<file path="config.mk">
export PLATFORM = sky130hd
export DESIGN_NAME = count_bcd_display_flat
export DESIGN_NICKNAME = d
export VERILOG_FILES = /design/src/rtl/count_disp_pkg.sv /design/src/rtl/count_bcd_display_if.sv /design/src/rtl/seg7_decode.sv /design/src/rtl/count_bcd_display.sv /design/src/flat_wrapper.sv
export SDC_FILE = /design/constraint.sdc
export NUM_CORES = 1
export LEC_CHECK = 0
export ABC_CLOCK_PERIOD_IN_PS = 1650
export BUFFER_PORTS_ARGS = -buffer_cell sky130_fd_sc_hd__buf_4
export CORE_MARGIN = 3
export CORE_UTILIZATION = 34
export CTS_BUF_LIST = sky130_fd_sc_hd__clkbuf_8
export CTS_CLUSTER_DIAMETER = 120
export DETAILED_ROUTE_END_ITERATION = 8
export PLACE_DENSITY_LB_ADDON = 0.05
export SLEW_MARGIN = 0
export SYNTH_ARGS = -nofsm -noshare
export SYNTH_HDL_FRONTEND = slang
export SYNTH_HIERARCHICAL = 1
export SYNTH_SLANG_ARGS = --single-unit
</file>
<file path="constraint.sdc">
create_clock -name clk -period 1.65 [get_ports clk]
set_input_delay 0.0825 -clock clk [delete_from_list [all_inputs] [get_ports clk]]
set_output_delay 0.0825 -clock clk [all_outputs]
set_load 0.02 [all_outputs]
</file>
<file path="src/rtl/count_disp_pkg.sv">
// Shared types and constants for the BCD display converter: FSM states, widths,
// seven-segment patterns and the double-dabble nibble adjust.
package count_disp_pkg;

  localparam int unsigned COUNT_W = 8;
  localparam int unsigned BCD_W   = 12;

  typedef enum logic [1:0] {
    StIdle  = 2'd0,
    StShift = 2'd1,
    StDone  = 2'd2
  } state_e;

  // Active-high patterns, bit order {g,f,e,d,c,b,a}.
  localparam logic [6:0] SEG_0     = 7'b0111111;
  localparam logic [6:0] SEG_1     = 7'b0000110;
  localparam logic [6:0] SEG_2     = 7'b1011011;
  localparam logic [6:0] SEG_3     = 7'b1001111;
  localparam logic [6:0] SEG_4     = 7'b1100110;
  localparam logic [6:0] SEG_5     = 7'b1101101;
  localparam logic [6:0] SEG_6     = 7'b1111101;
  localparam logic [6:0] SEG_7     = 7'b0000111;
  localparam logic [6:0] SEG_8     = 7'b1111111;
  localparam logic [6:0] SEG_9     = 7'b1101111;
  localparam logic [6:0] SEG_BLANK = 7'b0000000;

  // Pre-shift correction so a nibble carries correctly into the next decade.
  function automatic logic [3:0] add3_adjust(input logic [3:0] nib);
    return (nib >= 4'd5) ? nib + 4'd3 : nib;
  endfunction

endpackage

</file>
<file path="src/rtl/count_bcd_display_if.sv">
// Request/result bundle between the surrounding logic (master) and the converter (slave).
interface count_bcd_display_if;
  import count_disp_pkg::*;

  logic               en;
  logic [COUNT_W-1:0] count_in;
  logic               busy;
  logic               done;
  logic [3:0]         bcd_hund;
  logic [3:0]         bcd_tens;
  logic [3:0]         bcd_ones;
  logic [6:0]         seg_hund;
  logic [6:0]         seg_tens;
  logic [6:0]         seg_ones;

  modport master (
    output en, count_in,
    input  busy, done, bcd_hund, bcd_tens, bcd_ones, seg_hund, seg_tens, seg_ones
  );

  modport slave (
    input  en, count_in,
    output busy, done, bcd_hund, bcd_tens, bcd_ones, seg_hund, seg_tens, seg_ones
  );

endinterface

</file>
<file path="src/rtl/seg7_decode.sv">
// BCD nibble to seven-segment pattern; non-decimal nibbles blank the digit.
module seg7_decode
  import count_disp_pkg::*;
#(
  parameter bit SEG_ACTIVE_LOW = 1'b0
) (
  input  logic [3:0] digit,
  output logic [6:0] seg
);

  logic [6:0] pattern;

  always_comb begin
    pattern = SEG_BLANK;
    case (digit)
      4'd0:    pattern = SEG_0;
      4'd1:    pattern = SEG_1;
      4'd2:    pattern = SEG_2;
      4'd3:    pattern = SEG_3;
      4'd4:    pattern = SEG_4;
      4'd5:    pattern = SEG_5;
      4'd6:    pattern = SEG_6;
      4'd7:    pattern = SEG_7;
      4'd8:    pattern = SEG_8;
      4'd9:    pattern = SEG_9;
      default: pattern = SEG_BLANK;
    endcase
    seg = SEG_ACTIVE_LOW ? ~pattern : pattern;
  end

endmodule

</file>
<file path="src/rtl/count_bcd_display.sv">
// Samples an 8-bit count on request, converts it to three BCD digits with a
// sequential double-dabble engine and drives three seven-segment patterns.
module count_bcd_display
  import count_disp_pkg::*;
#(
  parameter bit SEG_ACTIVE_LOW = 1'b0
) (
  input  logic                clk,
  input  logic                reset,
  count_bcd_display_if.slave  bus
);

  state_e             state_q;
  logic [COUNT_W-1:0] shift_q;
  logic [BCD_W-1:0]   scratch_q;
  logic [2:0]         bitcnt_q;
  logic [BCD_W-1:0]   scratch_adj;
  logic [BCD_W+COUNT_W-1:0] shifted;

  // All nibbles are adjusted from their pre-adjust values, then the whole chain shifts.
  assign scratch_adj = {add3_adjust(scratch_q[11:8]), add3_adjust(scratch_q[7:4]),
                        add3_adjust(scratch_q[3:0])};
  assign shifted     = {scratch_adj, shift_q} << 1;

  always_ff @(posedge clk or negedge reset) begin
    if (!reset) begin
      state_q      <= StIdle;
      shift_q      <= '0;
      scratch_q    <= '0;
      bitcnt_q     <= '0;
      bus.busy     <= 1'b0;
      bus.done     <= 1'b0;
      bus.bcd_hund <= '0;
      bus.bcd_tens <= '0;
      bus.bcd_ones <= '0;
    end else begin
      bus.done <= 1'b0;
      case (state_q)
        StIdle: begin
          if (bus.en) begin
            shift_q   <= bus.count_in;
            scratch_q <= '0;
            bitcnt_q  <= '0;
            bus.busy  <= 1'b1;
            state_q   <= StShift;
          end
        end
        StShift: begin
          {scratch_q, shift_q} <= shifted;
          bitcnt_q             <= bitcnt_q + 3'd1;
          if (bitcnt_q == 3'd7) begin
            state_q <= StDone;
          end
        end
        StDone: begin
          {bus.bcd_hund, bus.bcd_tens, bus.bcd_ones} <= scratch_q;
          bus.done <= 1'b1;
          bus.busy <= 1'b0;
          state_q  <= StIdle;
        end
        default: state_q <= StIdle;
      endcase
    end
  end

  seg7_decode #(.SEG_ACTIVE_LOW(SEG_ACTIVE_LOW)) u_seg_hund (
    .digit (bus.bcd_hund),
    .seg   (bus.seg_hund)
  );

  seg7_decode #(.SEG_ACTIVE_LOW(SEG_ACTIVE_LOW)) u_seg_tens (
    .digit (bus.bcd_tens),
    .seg   (bus.seg_tens)
  );

  seg7_decode #(.SEG_ACTIVE_LOW(SEG_ACTIVE_LOW)) u_seg_ones (
    .digit (bus.bcd_ones),
    .seg   (bus.seg_ones)
  );

endmodule

</file>
<file path="src/flat_wrapper.sv">
// flat-port wrapper written by rule: the top's interface ports become plain ports
module count_bcd_display_flat import count_disp_pkg::*;
#(
  parameter bit SEG_ACTIVE_LOW = 1'b0
)
  (clk, reset, bus_en, bus_count_in, bus_busy, bus_done, bus_bcd_hund, bus_bcd_tens, bus_bcd_ones, bus_seg_hund, bus_seg_tens, bus_seg_ones);
  count_bcd_display_if bus_i ();
  input  logic clk;
  input  logic reset;
  input wire logic [$bits(bus_i.en)-1:0] bus_en;
  input wire logic [$bits(bus_i.count_in)-1:0] bus_count_in;
  output wire logic [$bits(bus_i.busy)-1:0] bus_busy;
  output wire logic [$bits(bus_i.done)-1:0] bus_done;
  output wire logic [$bits(bus_i.bcd_hund)-1:0] bus_bcd_hund;
  output wire logic [$bits(bus_i.bcd_tens)-1:0] bus_bcd_tens;
  output wire logic [$bits(bus_i.bcd_ones)-1:0] bus_bcd_ones;
  output wire logic [$bits(bus_i.seg_hund)-1:0] bus_seg_hund;
  output wire logic [$bits(bus_i.seg_tens)-1:0] bus_seg_tens;
  output wire logic [$bits(bus_i.seg_ones)-1:0] bus_seg_ones;
  assign bus_i.en = bus_en;
  assign bus_i.count_in = bus_count_in;
  assign bus_busy = bus_i.busy;
  assign bus_done = bus_i.done;
  assign bus_bcd_hund = bus_i.bcd_hund;
  assign bus_bcd_tens = bus_i.bcd_tens;
  assign bus_bcd_ones = bus_i.bcd_ones;
  assign bus_seg_hund = bus_i.seg_hund;
  assign bus_seg_tens = bus_i.seg_tens;
  assign bus_seg_ones = bus_i.seg_ones;
  count_bcd_display #(.SEG_ACTIVE_LOW(SEG_ACTIVE_LOW)) u_core (.clk(clk), .reset(reset), .bus(bus_i));
endmodule
</file>
==> results by group, run 1 <==
Status
  • Status: finished clean

Clocking
  • Sink Count: 39
  • H-tree lvl count: 2
  • CTS buffer count: 5
  • Clk buf depth: 2
  • TritonCTS clock tree: built
  • Clk_lat worst skew: 0.29 ns
  • Clk Tree Root Cell: clkbuf_8
  • Clock-pin slew on the worst setup and hold paths: 0.08 ns

Synth
  • Cell Area, Synth: 2500 sq um
  • Xor-xnor portion of the synthesized cell area: 1.75%
  • Multiplexer area fraction after synthesis: 3.20%
  • Synthesized Nets: 294
  • Yosys warns: 6
  • Synth Area per Inst: 9.74 sq um
  • Main combinational cell family by area after synthesis: compound AO/OA/AOI/OAI gates
  • Register bit total from synthesis: 39
  • FFs w/ async S/R, synth: 100%
  • EDFF count, synth: 0
  • Seq/Total Area, Yosys: 39.0%
  • Synth Flop Type: dfrtp_1
  • Post-synthesis cell count: 257
  • Post-synth cell types: 40
  • Adder-cell share of the synthesized area: 13.0%
  • Simple-gate share of the synthesized area: 10.2%
  • Complex-gate fraction of the synthesized area: 23.4%

Route
  • Vias per inst: 4.77
  • DRT Wirelength: 5.07 mm
  • Drt first pass iters: 5
  • DRC viols: 0
  • DRT iter0 DRCs: 76
  • Via count: 1,946
  • Post-route ant nets: 0
  • Routed WL per cell: 12.4 microns

Run
  • Max Cap Viol: 0

Setup path
  • Critical path startpoint category: register
  • Data arrival, critical path: 1.50 ns
  • RR Endpoint: u_core/scratch_q[1]
  • Worst setup path endpoint: bus_seg_tens[0]
  • Worst EP required: 1.57 ns
  • Flop-to-flop setup slack: 0.20 ns
  • Crit. End Element: primary output
  • Worst-path maximum fanout: 5
  • Critical path class: register to primary output
  • First element of the critical path: u_core/bus.bcd_tens[0]
  • Reg2reg start: u_core/scratch_q[1]
  • Worst R2R Path Depth: 5

Floorplan
  • Die area: 8430 sq um
  • # IOs: 46
  • Row cnt: 30
  • Die Wd: 91.8 microns
  • Initial Util: 35.8%
  • Die Y: 91.8 microns
  • CORE AREA: 6980 sq um

Power and ir drop
  • Comb pwr share: 60.5%
  • Pint: 3.52 mW
  • Max IR drop VDD: 0.000613 V
  • Power share of the clock group: 11.3%
  • Pleak: 1.45 nW
  • Psw: 2.85 mW
  • Net Sw Frac: 44.7%
  • Power share of the sequential group: 28.3%
  • Overall Power: 6.36 mW
  • Pwr per Cell Area: 2070 nW/um^2

GRT
  • Global route overflow: 0
  • Total GRT Usage: 12.5%
  • First-pass GRT wire length: 8.77 mm
  • Largest net degree at the start of global routing: 40
  • Via count of the first global-routing pass: 1,848
  • Initial antenna violation count: 0

Timing
  • Slew Limit Fails: 0
  • Hold Fails Final Rpt: 0
  • Minimum clock period: 1.58 ns
  • Final Skew: 0.00575 ns
  • Setup-failing EPs final: 0
  • FMAX: 633 MHz
  • Relative slew margins: 52.6%
  • Slew @ Worst Pin: 0.710 ns
  • Fin Hold WS: 0.0635 ns
  • Final worst-path cycle share: 95.7%
  • Setup ws final: 0.0701 ns

Finish
  • Diode count: 0
  • Reg area: 983 sq um
  • Area grow syn2layout: 22.8%
  • Filler Cell Count: 727
  • Nets: 348
  • Layout cells sized above 1: 29.2%
  • Multi-input gate area: 1300 sq um
  • Fin cells: 408
  • Finished Core Util: 44.0%

Place
  • RePlAce Congestion: 0.767
  • Pre-CTS setup slack: 0.181 ns
  • PortBufs: 45
  • Cell count after placement: 388
  • Final HPWL DP: 3.58 mm

Hold path
  • Hold WC Path Type: input port to register
==> layout by cell type (no fill, tap or decap), types with 4 or more instances in the layout <==
| cell | instances |
|---|---|
| dfrtp_2 | 6 |
| buf_4 | 59 |
| o22ai_1 | 11 |
| inv_1 | 26 |
| o2111ai_1 | 6 |
| nand2_1 | 28 |
| o21a_1 | 4 |
| clkbuf_8 | 7 |
| o21ai_1 | 6 |
| mux2i_1 | 8 |
| xnor2_1 | 5 |
| o21ai_0 | 25 |
| dfrtp_1 | 33 |
| a21oi_1 | 6 |
| nor2b_1 | 5 |
| nor2_1 | 4 |
| ha_1 | 26 |
| nand2b_1 | 5 |
==> synth_stat cells, types with 2 or more instances <==
cell / n / share of area [%]
o21ai_0: 28 / 5.6
nor2_1: 5 / 0.75
nor2b_1: 5 / 1.3
o2111ai_1: 6 / 2.1
o22ai_1: 11 / 2.8
o221ai_1: 3 / 1.1
o21a_1: 4 / 1.2
o21ai_1: 3 / 0.60
o32ai_1: 2 / 0.70
o31ai_1: 3 / 0.90
nand2b_1: 5 / 1.3
buf_2: 3 / 0.60
xnor2_1: 5 / 1.7
a32o_1: 3 / 1.2
nor2b_4: 2 / 1.1
inv_1: 29 / 4.3
nand2_1: 28 / 4.2
a22o_1: 3 / 1.1
dfrtp_1: 39 / 39
a21o_2: 2 / 0.70
a21oi_1: 8 / 1.6
nand2b_4: 2 / 1.1
buf_6: 7 / 3.2
ha_1: 26 / 13
o211ai_1: 3 / 0.90
mux2i_1: 8 / 3.2
==> flip-flops by register name, indices dropped and copies added, names as in the netlist, 2 cells and up <==
| register | flops |
|---|---|
| u_core/shift_q | 8 |
| u_core/bus.bcd_hund | 4 |
| u_core/scratch_q | 12 |
| u_core/bitcnt_q | 3 |
| u_core/state_q | 2 |
| u_core/bus.bcd_ones | 4 |
| u_core/bus.bcd_tens | 4 |
==> stage by stage <==
step           cell area (sq um)  TNS (ns)
2_1_floorplan               2500         0
3_3_place_gp                2860         0
3_5_place_dp                2860         0
4_1_cts                     2970         0
5_1_grt                     3070   -0.0374
6_report                    3070         0
==> repair_timing <==
item,4_1_cts,5_1_grt
setup endpoints to repair,13,15
pin swaps,0,4
gates resized for setup,4,14
hold endpoints to repair,39,0
setup buffers,0,11
hold buffers,1,0
==> critical path: stages (launching register included) <==
cell and delay (ns):
dfrtp_2 0.46, buf_4 0.15, ha_1 0.18, nor2_1 0.12, o21ai_2 0.06, o21ai_0 0.07
buf_4 0.16
==> layer usage <==
| metal | track usage (%) | part of all wire (%) | vias up |
|---|---|---|---|
| li1 | - | - | 1006 |
| met1 | 16.5 | 49 | 889 |
| met2 | 20.0 | 45 | 45 |
| met3 | 2.87 | 4.5 | 6 |
| met4 | 4.70 | 1.5 | 0 |
| met5 | 0 | 0 | - |
==> kinds of logic (layout without fill, tap and decap cells) <==
| kind of cell | Yosys count | after routing |
|---|---|---|
| flip-flops | 39 | 39 |
| AO/OA/AOI/OAI | 87 | 87 |
| buffers and inverters | 43 | 98 |
| multiplexers | 8 | 8 |
| AND/OR/NAND/NOR | 49 | 49 |
| adder cells (fa/ha/maj) | 26 | 26 |
| XOR/XNOR | 5 | 5 |
==> power groups by stage <==
stage | clock, mW | combinational (mW) | sequential (mW)
final | 0.716 | 3.85 | 1.80
after global routing | 0.776 | 4.28 | 1.88
after CTS | 0.750 | 3.68 | 1.81
after detailed placement | 0 | 3.67 | 1.81
after global placement | 0 | 3.65 | 1.82
after floorplan | 0 | 2.63 | 1.77
==> how the worst min path moves through the flow <==
| stage | end | cells past startpoint | slack [ns] | start |
|---|---|---|---|---|
| floorplan | u_core/bitcnt_q[0] | 0 | -0.21 | reset |
| global placement | u_core/bus.bcd_ones[1] | 1 | 0.1 | reset |
| detailed placement | u_core/bus.bcd_ones[3] | 1 | 0.10 | reset |
| CTS | u_core/shift_q[4] | 3 | 0.05 | bus_count_in[4] |
| global route | u_core/shift_q[7] | 3 | 0.09 | bus_count_in[7] |
| finish | u_core/shift_q[4] | 3 | 0.06 | bus_count_in[4] |
==> area by class of cell <==
class	instances	share of cell area, %
multi-input combinational	175	42.3
tap	96	3.91
clock inverter	1	0.122
inverter	30	3.83
timing repair buffer	60	14.7
sequential	39	32.0
clock buffer	7	3.14
No activity file was read; power rests on OpenSTA's default activity.
==> run 2: changes to the inputs <==
--- a/config.mk
+++ b/config.mk
@@ -7,7 +7,7 @@
 export LEC_CHECK = 0
 export ABC_CLOCK_PERIOD_IN_PS = 1650
 export BUFFER_PORTS_ARGS = -buffer_cell sky130_fd_sc_hd__buf_4
-export CORE_MARGIN = 3
+export CORE_MARGIN = 2
 export CORE_UTILIZATION = 34
 export CTS_BUF_LIST = sky130_fd_sc_hd__clkbuf_8
 export CTS_CLUSTER_DIAMETER = 120
@@ -16,5 +16,4 @@
 export SLEW_MARGIN = 0
 export SYNTH_ARGS = -nofsm -noshare
 export SYNTH_HDL_FRONTEND = slang
-export SYNTH_HIERARCHICAL = 1
 export SYNTH_SLANG_ARGS = --single-unit
==> run 2 against run 1 <==
Final cell count is 2.5% lower. First-iteration DRC count decreased by 38%. Clock power shrank 20%. Register-to-register slack about the same. Global-route usage up 0.67 points. Sequential power fell by 5%. Largest cell class unchanged.
==> results by group, run 2 <==
Status
  • Status: finished clean

GRT
  • Initial antenna violation count: 0 (unchanged)
  • Global route overflow: 0 (unchanged)
  • Largest net degree at the start of global routing: 40 (unchanged)
  • First-pass GRT wire length: 8.22 mm (-6.2%)
  • Via count of the first global-routing pass: 1,785 (-3.4%)
  • Total GRT Usage: 13.2% (+0.67 points)

Finish
  • Most common cell after layout, fill and taps aside: buf_4
  • Most frequent cells in the layout: 52 x buf_4, 35 x dfrtp_1, 30 x nand2_1, 29 x o21ai_0, 28 x inv_1
  • Nets: 340 (-2.3%)
  • Diode count: 0 (unchanged)
  • Area grow syn2layout: 22.7% (about the same)
  • Biggest regs: u_core.scratch_q: 12 flops, u_core.shift_q: 8 flops
  • Fin cells: 398 (-2.5%)
  • Layout cells sized above 1: 23.8% (-5.3 points)
  • Flip-flop count of the largest register after layout: 12 (unchanged)
  • Reg with most FFs: u_core.scratch_q
  • Filler Cell Count: 719 (-1.1%)

Place
  • PortBufs: 45 (unchanged)
  • Cell count after placement: 387 (-0.26%)
  • RePlAce Congestion: 0.761 (-0.80%)
  • Final HPWL DP: 3.47 mm (-3.2%)

Synth
  • EDFF count, synth: 0 (unchanged)
  • Synthesized Nets: 290 (-1.4%)
  • Top cells by area, synth: dfrtp_1 41%, ha_1 14%, o21ai_0 6.4%
  • Synth Flop Type: dfrtp_1
  • Post-synth cell types: 33 (-18%)
  • Post-synthesis cell count: 253 (-1.6%)
  • Seq/Total Area, Yosys: 40.5% (+1.5 points)
  • Area leader, netlist: dfrtp_1
  • Yosys warns: 0 (-6)
  • FFs w/ async S/R, synth: 100% (unchanged)
  • Synth Area per Inst: 9.52 sq um (-2.3%)
  • Top cells by count, synth: 39 x dfrtp_1, 31 x inv_1, 31 x o21ai_0
  • Register bit total from synthesis: 39 (unchanged)
  • Cell Area, Synth: 2410 sq um (-3.8%)
  • Top-count cell post-synth: dfrtp_1
  • Top cell type's share of synthesized area: 40.5% (+1.5 points)

Setup path
  • RR Endpoint: u_core.scratch_q[5]
  • Reg2reg start: u_core.scratch_q[4]
  • Worst-path maximum fanout: 8 (+3)
  • Critical path class: register to primary output
  • Data arrival, critical path: 1.45 ns (-0.05 ns)
  • Worst R2R Path Depth: 5 (unchanged)
  • Worst EP required: 1.57 ns (about the same)
  • Flop-to-flop setup slack: 0.19 ns (about the same)
  • Critical path startpoint category: register
  • Crit. End Element: primary output

Timing
  • Final worst-path cycle share: 93.1% (-2.6 points)
  • Slew @ Worst Pin: 0.510 ns (-0.199 ns)
  • Setup TNS Final: 0 ns (unchanged)
  • Final Skew: 0.00483 ns (-0.000925 ns)
  • Minimum clock period: 1.54 ns (-0.0431 ns)
  • Relative slew margins: 66.0% (+13 points)
  • Slew Limit Fails: 0 (unchanged)
  • Setup-failing EPs final: 0 (unchanged)
  • FMAX: 651 MHz (+2.8%)
  • RSZ-0062 raised after global routing: false
  • Hold Fails Final Rpt: 0 (unchanged)

Power and ir drop
  • Max IR drop VDD: 0.000849 V (+38%)
  • Pwr per Cell Area: 1990 nW/um^2 (-3.8%)
  • Pleak: 1.39 nW (-3.6%)

Route
  • Post-route ant nets: 0 (unchanged)
  • Vias per inst: 4.77 (about the same)
  • DRC viols: 0 (unchanged)
  • Via count: 1,898 (-2.5%)
  • Drt first pass iters: 4 (-1)
  • DRT Wirelength: 4.83 mm (-4.8%)
  • DRT iter0 DRCs: 47 (-38%)
  • Routed WL per cell: 12.1 microns (-2.4%)

Hold path
  • Hold WC Path Type: input port to register
  • Hold_sp: bus_count_in[6]
  • WHS Path Cells: 3 (unchanged)
  • WHS Endpoint: u_core.shift_q[6]

Clocking
  • Clk buf depth: 2 (unchanged)
  • H-tree lvl count: 2 (unchanged)
  • Clk_lat worst skew: 0.28 ns (about the same)
  • CTS buffer count: 5 (unchanged)
  • TritonCTS clock tree: built
  • Clock-pin slew on the worst setup and hold paths: 0.07 ns (about the same)
  • Sink Count: 39 (unchanged)
  • Clk Tree Root Cell: clkbuf_8

Floorplan
  • Die Y: 88.1 microns (-4.0%)
  • Die area: 7770 sq um (-7.8%)
  • CORE AREA: 6830 sq um (-2.2%)
  • Die Wd: 88.1 microns (-4.0%)
  • Initial Util: 35.2% (-0.60 points)
  • # IOs: 46 (unchanged)
  • Row cnt: 30 (unchanged)

Run
  • Max Cap Viol: 0 (unchanged)
-- run 2: cell count changes after synthesis, moves of 2 or more --
cell      previous run  this run
inv_1               29        31
o221ai_1             3         1
nand2_1             28        30
o21ai_0             28        31
a22o_1               3         5
o221ai_2             0         2
a21o_1               1         3
clkbuf_1             1         3
buf_6                7         1
nand2b_4             2         0
a21o_2               2         0
-- run 2: per-stage QoR --
stage | util, % | setup WS, ns | total power, mW | hold WS [ns] | cell area [sq um]
after floorplan | - | 0.0682 | 4.15 | -0.213 | 2410
after global placement | 41.4 | 0.231 | 5.28 | 0.0971 | 2830
after detailed placement | 41.4 | 0.223 | 5.28 | 0.100 | 2830
after CTS | 42.7 | 0.00168 | 5.90 | 0.0583 | 2920
after global routing | 43.2 | 0.0172 | 6.48 | 0.0574 | 2950
final | 43.2 | 0.113 | 5.89 | 0.0660 | 2950
-- run 2: what timing repair did --
action,CTS,global route
endpoints found under the setup margin,7,12
endpoints found under the hold margin,39,0
gates cloned,0,0
pin swaps,0,1
hold buffers,1,0
resized for setup,2,10
buffers inserted,0,4
-- run 2: power breakdown --
part	total (mW)	internal, mW	switching, mW
sequential	1.71	1.33	0.377
clock	0.575	0.276	0.299
combinational	3.60	1.64	1.96
total	5.89	3.25	2.64
-- run 2: logic make-up after synthesis --
group / share of synthesized area, %
compound gates: 23.8
simple gates: 8.99
buf+inv: 8.06
flops: 40.5
fa+ha+maj: 13.5
mux: 3.33
xor+xnor: 1.82
-- run 2: routing by layer --
layer	GRT usage [%]	part of all wire [%]	routed length, microns
met2	22.1	46	2230
met4	3.31	0.52	25
met1	17.1	49	2350
met5	0	0	0
met3	3.30	4.8	230
-- run 2: worst max-delay path by stage --
stage,startpoint,end,depth (start not counted)
after floorplan,u_core.bus.bcd_tens[1],bus_seg_tens[3],4
after global placement,u_core.scratch_q[4],u_core.scratch_q[5],5
after detailed placement,u_core.scratch_q[4],u_core.scratch_q[5],5
after CTS,u_core.bus.bcd_hund[1],bus_seg_hund[0],6
after global routing,u_core.bus.bcd_hund[1],bus_seg_hund[3],6
final,u_core.bus.bcd_hund[1],bus_seg_hund[3],5
-- run 2: worst max-delay path: stages (launching register included) --
cell	delay [ns]
dfrtp_2	0.45
inv_2	0.08
ha_1	0.29
inv_1	0.04
o21ai_0	0.15
buf_4	0.16
-- run 2: area by class of cell --
class	count	area [sq um]	share of cell area, %
timing repair buffer	54	420	14.2
inverter	31	116	3.94
multi-input combinational	172	1240	42.1
sequential	39	981	33.2
clock buffer	5	68.8	2.33
tap	96	120	4.07
clock inverter	1	3.75	0.127
==> run 3: changes to the inputs <==
--- a/config.mk
+++ b/config.mk
@@ -8,7 +8,7 @@
 export ABC_CLOCK_PERIOD_IN_PS = 1650
 export BUFFER_PORTS_ARGS = -buffer_cell sky130_fd_sc_hd__buf_4
 export CORE_MARGIN = 2
-export CORE_UTILIZATION = 34
+export CORE_UTILIZATION = 55
 export CTS_BUF_LIST = sky130_fd_sc_hd__clkbuf_8
 export CTS_CLUSTER_DIAMETER = 120
 export DETAILED_ROUTE_END_ITERATION = 8
==> run 3 against run 2 <==
Sequential cell count unchanged. Core utilization is 25 points higher. Die area shrank 37%. First-iteration DRC count grew 32%. Clock power increased by 40%. Clock skew grew 0.0011 ns. Total power is 3.7% higher. Combinational power barely moved. Register-to-register slack hardly changed. Global-route usage up 6.3 points. Non-clock buffer count unchanged. Sequential share of layout area rose by 0.099 points. Critical endpoint is now bus_seg_ones[2]. Highest routed layer unchanged.
==> results by group, run 3 (synthesized netlist as in run 2, its figures left out) <==
Timing
  • Final worst-path cycle share: 93.1% (about the same)
  • RSZ-0062 raised after global routing: false
  • Final Skew: 0.00590 ns (+0.00107 ns)
  • FMAX: 651 MHz (about the same)
  • Minimum clock period: 1.54 ns (-0.000480 ns)
  • Setup ws final: 0.114 ns (+0.000480 ns)
  • Setup-failing EPs final: 0 (unchanged)
  • Relative slew margins: 67.8% (+1.8 points)
  • Slew Limit Fails: 0 (unchanged)
  • Hold Fails Final Rpt: 0 (unchanged)
  • Fin Hold WS: 0.0646 ns (-0.00131 ns)
  • Slew @ Worst Pin: 0.483 ns (-0.0274 ns)
  • Setup TNS Final: 0 ns (unchanged)

Setup path
  • Crit. End Element: primary output
  • Worst R2R Path Depth: 5 (unchanged)
  • Flop-to-flop setup slack: 0.20 ns (about the same)
  • Critical path class: register to primary output
  • Critical path startpoint category: register
  • Data arrival, critical path: 1.45 ns (about the same)
  • Worst EP required: 1.57 ns (about the same)
  • Worst-path maximum fanout: 5 (-3)

Place
  • Cell count after placement: 344 (-11%)
  • Final HPWL DP: 3.25 mm (-6.4%)
  • PortBufs: 45 (unchanged)
  • Pre-CTS setup slack: 0.201 ns (-0.0221 ns)
  • RePlAce Congestion: 0.855 (+12%)

Finish
  • Layout cells sized above 1: 23.7% (-0.16 points)
  • Biggest regs: u_core.scratch_q: 12 flops, u_core.shift_q: 8 flops
  • Area grow syn2layout: 22.2%
  • Filler Cell Count: 365 (-49%)
  • Most common cell after layout, fill and taps aside: buf_4
  • Most frequent cells in the layout: 52 x buf_4, 36 x dfrtp_1, 30 x nand2_1, 29 x inv_1, 27 x o21ai_0
  • Reg with most FFs: u_core.scratch_q
  • Diode count: 0 (unchanged)
  • Fin cells: 356 (-11%)
  • Nets: 340 (unchanged)
  • Flip-flop count of the largest register after layout: 12 (unchanged)

Status
  • Status: finished clean

Route
  • Drt first pass iters: 4 (unchanged)
  • DRT iter0 DRCs: 62 (+32%)
  • Post-route ant nets: 0 (unchanged)
  • Routed WL per cell: 12.5 microns (+2.8%)
  • Vias per inst: 5.31 (+11%)
  • Via count: 1,892 (-0.32%)
  • DRT Wirelength: 4.44 mm (-8.0%)
  • DRC viols: 0 (unchanged)

Floorplan
  • Die Wd: 70.2 microns (-20%)
  • CORE AREA: 4290 sq um (-37%)
  • # IOs: 46 (unchanged)
  • Row cnt: 24 (-20%)
  • Die Y: 70.2 microns (-20%)
  • Initial Util: 56.1% (+21 points)
  • Die area: 4920 sq um (-37%)

Clocking
  • Clk_lat worst skew: 0.28 ns (about the same)
  • TritonCTS clock tree: built
  • Sink Count: 39 (unchanged)
  • H-tree lvl count: 2 (unchanged)
  • Clk Tree Root Cell: clkbuf_8
  • Clock-pin slew on the worst setup and hold paths: 0.07 ns (about the same)
  • Clk buf depth: 2 (unchanged)
  • CTS buffer count: 5 (unchanged)

GRT
  • Initial antenna violation count: 0 (unchanged)
  • Largest net degree at the start of global routing: 40 (unchanged)
  • Global route overflow: 0 (unchanged)
  • Via count of the first global-routing pass: 1,782 (-0.17%)
  • Total GRT Usage: 19.5% (+6.3 points)
  • First-pass GRT wire length: 7.87 mm (-4.3%)

Hold path
  • Hold WC Path Type: input port to register
  • WHS Path Cells: 3 (unchanged)

Run
  • Max Cap Viol: 0 (unchanged)

Power and ir drop
  • Pleak: 1.41 nW (+1.4%)
  • Pwr per Cell Area: 2080 nW/um^2 (+4.1%)
  • Max IR drop VDD: 0.00106 V (+25%)
  • Overall Power: 6.10 mW (+3.7%)
==> run 3: timing repair <==
action | CTS | global route
gates resized for setup | 1 | 10
pin swaps | 0 | 2
endpoints found under the hold margin | 39 | 0
setup endpoints to repair | 4 | 10
setup buffers | 1 | 2
hold buffers | 1 | 0
==> run 3: stage by stage <==
step                      instance area [sq um]  utilization [%]
after floorplan                            2410                -
after global placement                     2780             64.8
after detailed placement                   2780             64.8
after CTS                                  2920             68.0
after global routing                       2940             68.5
final                                      2940             68.5
==> run 3: final cells by class <==
cell class / count / area [sq um] / share of cell area, %
multi-input combinational: 172 / 1240 / 42.2
sequential: 39 / 980 / 33.3
timing repair buffer: 54 / 420 / 14.3
inverter: 31 / 116 / 3.96
clock buffer: 6 / 82.6 / 2.81
tap: 52 / 65.1 / 2.21
clock inverter: 2 / 35.0 / 1.19
==> run 3: critical path, stage by stage, from the launching register on <==
cell and delay, ns:
dfrtp_2 0.45, inv_2 0.10, ha_1 0.14, inv_1 0.04
o31a_1 0.28, buf_4 0.16
==> run 3: where the power goes <==
group	switching (mW)	leakage, nW	internal, mW
logic	1.99	0.854	1.63
clock network	0.318	0.0612	0.489
registers	0.341	0.499	1.33
==> run 3: layer usage <==
metal  up-vias  global-route usage (%)  part of all wire [%]
li1        976                       -                     -
met1       873                    26.0                    47
met2        39                    33.1                    48
met3         4                    3.17                   3.8
met4         0                    5.13                  0.77
met5         -                       0                     0
==> run 3: worst paths after layout <==
| kind | startpoint | end |
|---|---|---|
| setup / recovery | u_core.bus.bcd_ones[0] | bus_seg_ones[2] |
| hold / removal | bus_count_in[5] | u_core.shift_q[5] |
| setup reg to reg | u_core.scratch_q[4] | u_core.scratch_q[5] |
| hold reg to reg | u_core.shift_q[4] | u_core.shift_q[4] |
| max in group asynchronous | reset | u_core.bus.bcd_ones[0] |
| min in group asynchronous | reset | u_core.bus.bcd_tens[2] |
